--- src/rtl/tnn_stream_classifier.sv ---
// Streaming ternary-weight classifier: one feature per beat feeds a hidden layer
// of ternary neurons, then a ternary output neuron; result is held until consumed.
// state | meaning
// ACCUM | accepting features, accumulating per-neuron weighted sums
// EVAL  | thresholding hidden neurons and output neuron, clearing accumulators
// DONE  | result presented on out_*, waiting for out_ready
module tnn_stream_classifier #(
    parameter int                        N_FEAT = 7,
    parameter int                        IN_W   = 2,
    parameter int                        N_HID  = 2,
    parameter logic [2*N_FEAT*N_HID-1:0] W_HID  = {14'h3FFF, 14'h1555},
    parameter logic [16*N_HID-1:0]       T_HID  = {16'hFFFD, 16'h0006},
    parameter logic [2*N_HID-1:0]        W_OUT  = 4'b1101,
    parameter logic [15:0]               T_OUT  = 16'h0001
) (
    input  logic             clk,
    input  logic             rst_n,
    input  logic             flush,
    input  logic             in_valid,
    output logic             in_ready,
    input  logic [IN_W-1:0]  in_data,
    output logic             out_valid,
    input  logic             out_ready,
    output logic             out_class,
    output logic [N_HID-1:0] out_hidden
);
    localparam int ACC_W = IN_W + $clog2(N_FEAT + 1) + 1;
    localparam int CNT_W = (N_FEAT > 1) ? $clog2(N_FEAT) : 1;

    typedef enum logic [1:0] {ACCUM, EVAL, DONE} state_t;

    state_t                  state_q, state_d;
    logic [CNT_W-1:0]        cnt_q, cnt_d;
    logic signed [ACC_W-1:0] acc_q [N_HID];
    logic signed [ACC_W-1:0] acc_d [N_HID];
    logic                    out_class_q, out_class_d;
    logic [N_HID-1:0]        out_hidden_q, out_hidden_d;

    logic signed [ACC_W-1:0] feat_ext;
    logic [1:0]              w_f;
    logic [N_HID-1:0]        hid_c;
    logic signed [15:0]      acc_ext;
    logic signed [15:0]      osum;

    assign in_ready   = (state_q == ACCUM);
    assign out_valid  = (state_q == DONE);
    assign out_class  = out_class_q;
    assign out_hidden = out_hidden_q;

    // Threshold evaluation is always computed; it is only captured in EVAL.
    always_comb begin
        hid_c   = '0;
        osum    = '0;
        acc_ext = '0;
        for (int h = 0; h < N_HID; h++) begin
            acc_ext  = {{(16 - ACC_W){acc_q[h][ACC_W-1]}}, acc_q[h]};
            hid_c[h] = (acc_ext >= $signed(T_HID[16*h +: 16]));
            if (hid_c[h]) begin
                if (W_OUT[2*h +: 2] == 2'b01)      osum = osum + 16'sd1;
                else if (W_OUT[2*h +: 2] == 2'b11) osum = osum - 16'sd1;
            end
        end
    end

    always_comb begin
        state_d      = state_q;
        cnt_d        = cnt_q;
        acc_d        = acc_q;
        out_class_d  = out_class_q;
        out_hidden_d = out_hidden_q;
        feat_ext     = ACC_W'(in_data);
        w_f          = '0;

        case (state_q)
            ACCUM: begin
                if (in_valid) begin
                    for (int h = 0; h < N_HID; h++) begin
                        w_f = W_HID[2*(h*N_FEAT + int'(cnt_q)) +: 2];
                        if (w_f == 2'b01)      acc_d[h] = acc_q[h] + feat_ext;
                        else if (w_f == 2'b11) acc_d[h] = acc_q[h] - feat_ext;
                    end
                    cnt_d = cnt_q + 1'b1;
                    if (cnt_q == CNT_W'(N_FEAT - 1)) state_d = EVAL;
                end
            end
            EVAL: begin
                out_hidden_d = hid_c;
                out_class_d  = (osum >= $signed(T_OUT));
                for (int h = 0; h < N_HID; h++) acc_d[h] = '0;
                cnt_d   = '0;
                state_d = DONE;
            end
            DONE: begin
                if (out_ready) state_d = ACCUM;
            end
            default: state_d = ACCUM;
        endcase

        // Abort wins over any beat or handshake in the same cycle.
        if (flush) begin
            state_d      = ACCUM;
            cnt_d        = '0;
            out_class_d  = 1'b0;
            out_hidden_d = '0;
            for (int h = 0; h < N_HID; h++) acc_d[h] = '0;
        end
    end

    always_ff @(posedge clk or negedge rst_n) begin
        if (!rst_n) begin
            state_q      <= ACCUM;
            cnt_q        <= '0;
            out_class_q  <= 1'b0;
            out_hidden_q <= '0;
            for (int h = 0; h < N_HID; h++) acc_q[h] <= '0;
        end else begin
            state_q      <= state_d;
            cnt_q        <= cnt_d;
            out_class_q  <= out_class_d;
            out_hidden_q <= out_hidden_d;
            for (int h = 0; h < N_HID; h++) acc_q[h] <= acc_d[h];
        end
    end
endmodule

--- config.mk ---
export PLATFORM = sky130hd
export DESIGN_NAME = tnn_stream_classifier
export DESIGN_NICKNAME = d
export VERILOG_FILES = /design/src/rtl/tnn_stream_classifier.sv
export SDC_FILE = /design/constraint.sdc
export NUM_CORES = 1
export LEC_CHECK = 0
export ABC_AREA = 1
export CAP_MARGIN = 30
export CORE_MARGIN = 4
export CORE_UTILIZATION = 62
export CTS_BUF_LIST = sky130_fd_sc_hd__clkbuf_2
export DETAILED_ROUTE_END_ITERATION = 8
export PLACE_DENSITY = 0.88
export REMOVE_ABC_BUFFERS = 1
export SLEW_MARGIN = 15
export SYNTH_ARGS = -nofsm -noshare
export SYNTH_HDL_FRONTEND = slang
export SYNTH_SLANG_ARGS = --single-unit
--- constraint.sdc ---
create_clock -name clk -period 3.3 [get_ports clk]
set_input_delay 0.66 -clock clk [delete_from_list [all_inputs] [get_ports clk]]
set_output_delay 0.66 -clock clk [all_outputs]
set_load 0.05 [all_outputs]
==> impl_results.md <==
* Synth-to-Final Area Change at 12.2%
* Setup Skew at between 0.007 and 0.008 ns
* Worst setup SP type: register
* Worst slew pin tran at between 0.5 and 0.6 ns
* Max capacitance violation total at 0
* FF+latch count, synth at 20
* Total negative slack at 0 ns
* Avg Cell Area, Syn at 8.40 um2
* RD Place Congestion at between 0.8 and 0.9
* Pwr/cell area at between 400 and 500 nW/um2
* Final wirelength at 3080 um
* Core area at between 2000 and 2500 um2
* Hold/Removal Path Class: register to register
* Post-CTS sizing at 0
* Vias in the first global route at 1180
* Final setup vio count at 0
* Leak at a little over 0.8 nW
* Syn Inst Count at between 150 and 200
* Mapped Area at about 1400 um2
* Synth top area cells: dfrtp_1 37%, ha_1 12%, nand2_1 9.7%, inv_1 5.8%, o21ai_0 5.1%
* Post-DP Area at about 1500 um2
* Largest net degree at the start of global routing at 21
* Die footprint at 3010 um2
* Status: finished clean
* Top_reg_cell synth: dfrtp_1
* Final core utilization at about three quarters
* Max-slew headroom at around 65%
* Most frequent cells in the layout: 35 x nand2_1, 21 x inv_1, 20 x dfrtp_1, 14 x o21ai_0, 13 x ha_1
* # DRC at 0
* Num CTS Buffers at 3
* Total Routing Usage GR at between 20% and 30%
* CTS tree: yes
* Port bufs at 11
* CP max FO at 3
* Fmax at approximately 0.40 GHz
* Synth Warn # at 0
* DRT Pass-1 Iters at 4
* Clock Latency Late Sink at approximately 0.33 ns
* Crit-path max cell delay at slightly above 0.8 ns
* CP bufs+invs at 2
* Hold_buf cts at 0
* Wire per inst at ~15 um
* Minimum clock period at 2.51 ns
* Row cnt at 16
* CP required at about 2.6 ns
* Crit path arrival time at about 1.9 ns
* Commonest non-fill, non-tap cell in the layout: nand2_1
* Final period utilization at about three quarters
* Dpl hpwl at between 2000 and 2500 um
* Share of the synthesized area in the top cell type at between 30% and 40%
* Cell area after layout at around 1500 um2
* Total number of vias at approximately 1200
* Antenna Cells at 0
* Clock Path Buffers at 2
* Synth cell types at 29
* Initial drt markers at 30
* I/O pins at 12
* Share of layout cells above drive strength 1 at ~7.3%
* First-pass GRT wire length at between 5000 and 6000 um
* Critical path class: register to output port
* Initial antenna violation count at 0
* Worst vdd ir at 289 uV
* Clk sink count at 20
* Final ANT Viol Nets at 0
* Post-CTS Setup Bufs at 0
* Leading area contributor after synthesis: dfrtp_1
* Final hold vios at 0
* Async set-reset flop share out of synthesis at 100%
* Via/cell ratio at about 5.7
* Pins Over Slew Limit at 0
* Critical Path End Type: output port
* Root Driver: clkbuf_2
* H-tree levels at 1
* Register area share after synthesis at 36.8%
* Register clock-pin slew on the reported worst setup and hold paths at about 0.20 ns
* Final nets at 200
* GR Overflow Total at 0
* Die X-Extent at 54.9 um
* CP cell instances: inv_1 > nor2_1 > clkdlybuf4s50_1
* Layout filler cell count at between 100 and 150
* Setup repair after global routing missed its margin: no
* Cell family with most CP delay: buffers and inverters
* Post-synth EDFFs at 0
* Initial Utilization at 67.3%
* CP max stage cell: clkdlybuf4s50_1
* Die height at roughly 55 um
## worst register-to-register path: cells and delay by family (launching register included)
kind	cells	cell delay, ns
buffers and inverters	1	0.03
adders and majority gates	3	0.79
and+or+nand+nor	3	0.21
DFF	1	0.46
AOI/OAI and AO/OA	4	0.77
## stage by stage
stage               worst slack [ns]  hold WS (ns)  power, mW  instances
finish                         0.786         0.514      0.628        204
global route                   0.570         0.513      0.670        204
CTS                            0.770         0.518      0.624        203
detailed placement             0.446         0.476      0.517        199
global placement               0.581         0.472      0.500        199
floorplan                       1.19         0.364      0.455        161
## final cells by class
class / count / area, um2 / share of cell area, %
clock buffer: 3 / 15.0 / 0.983
clock inverter: 1 / 3.75 / 0.246
inverter: 23 / 86.3 / 5.65
timing repair buffer: 12 / 125 / 8.19
multi-input combinational: 118 / 763 / 50.0
sequential: 20 / 500 / 32.8
tap: 27 / 33.8 / 2.21
## synthesized netlist by cell type, drive strengths merged (2+ instances only)
cell,count
nor2,10
a22o,3
a21oi,4
ha,13
fa,2
nand3,9
a21o,2
xor2,2
xnor2,4
inv,23
nand2,38
o21ai,19
nand4,4
dfrtp,20
## power by group
group | internal [mW] | total [mW] | switching [mW]
sequential | 0.273 | 0.304 | 0.0305
combinational | 0.0979 | 0.218 | 0.120
clock | 0.0263 | 0.106 | 0.0798
## path summary, 6_finish.rpt
check | end | slack (ns) | depth (start not counted) | start
min reg2reg | out_hidden[0]$_DFFE_PN0P_ | 0.51 | 1 | out_hidden[0]$_DFFE_PN0P_
max reg2reg | acc_q[9]$_DFFE_PN0P_ | 1.00 | 11 | cnt_q[0]$_DFFE_PN0P_
max | out_valid | 0.79 | 3 | state_q[1]$_DFFE_PN0P_
min in group asynchronous | acc_ext[4]$_DFFE_PN0P_ | 0.54 | 1 | rst_n
min | out_hidden[0]$_DFFE_PN0P_ | 0.51 | 1 | out_hidden[0]$_DFFE_PN0P_
max in group asynchronous | acc_q[10]$_DFFE_PN0P_ | 2.36 | 2 | rst_n
## registers in the layout (all words and copies together), names as in the netlist
name,flops
acc_ext,6
acc_q,6
cnt_q,3
out_hidden,2
state_q,2
out_class,1
## cells by family (layout without fill, tap and decap cells)
logic type,Yosys count,count (layout),share of synthesized area (%)
AO/OA/AOI/OAI,35,35,16.3
buffers and inverters,24,39,7.17
AND/OR/NAND/NOR,62,62,21.0
XOR/XNOR,6,6,3.86
adder cells (fa/ha/maj),15,15,14.9
flip-flops,20,20,36.8
## routing by layer
| metal | vias up | track usage [%] | routed length (um) |
|---|---|---|---|
| met4 | 0 | 10.8 | 53 |
| met2 | 45 | 43.9 | 1560 |
| met5 | - | 0 | 0 |
| met1 | 547 | 30.2 | 1290 |
| li1 | 571 | - | - |
| met3 | 6 | 6.54 | 181 |
Power figures use the tool's default switching activity.
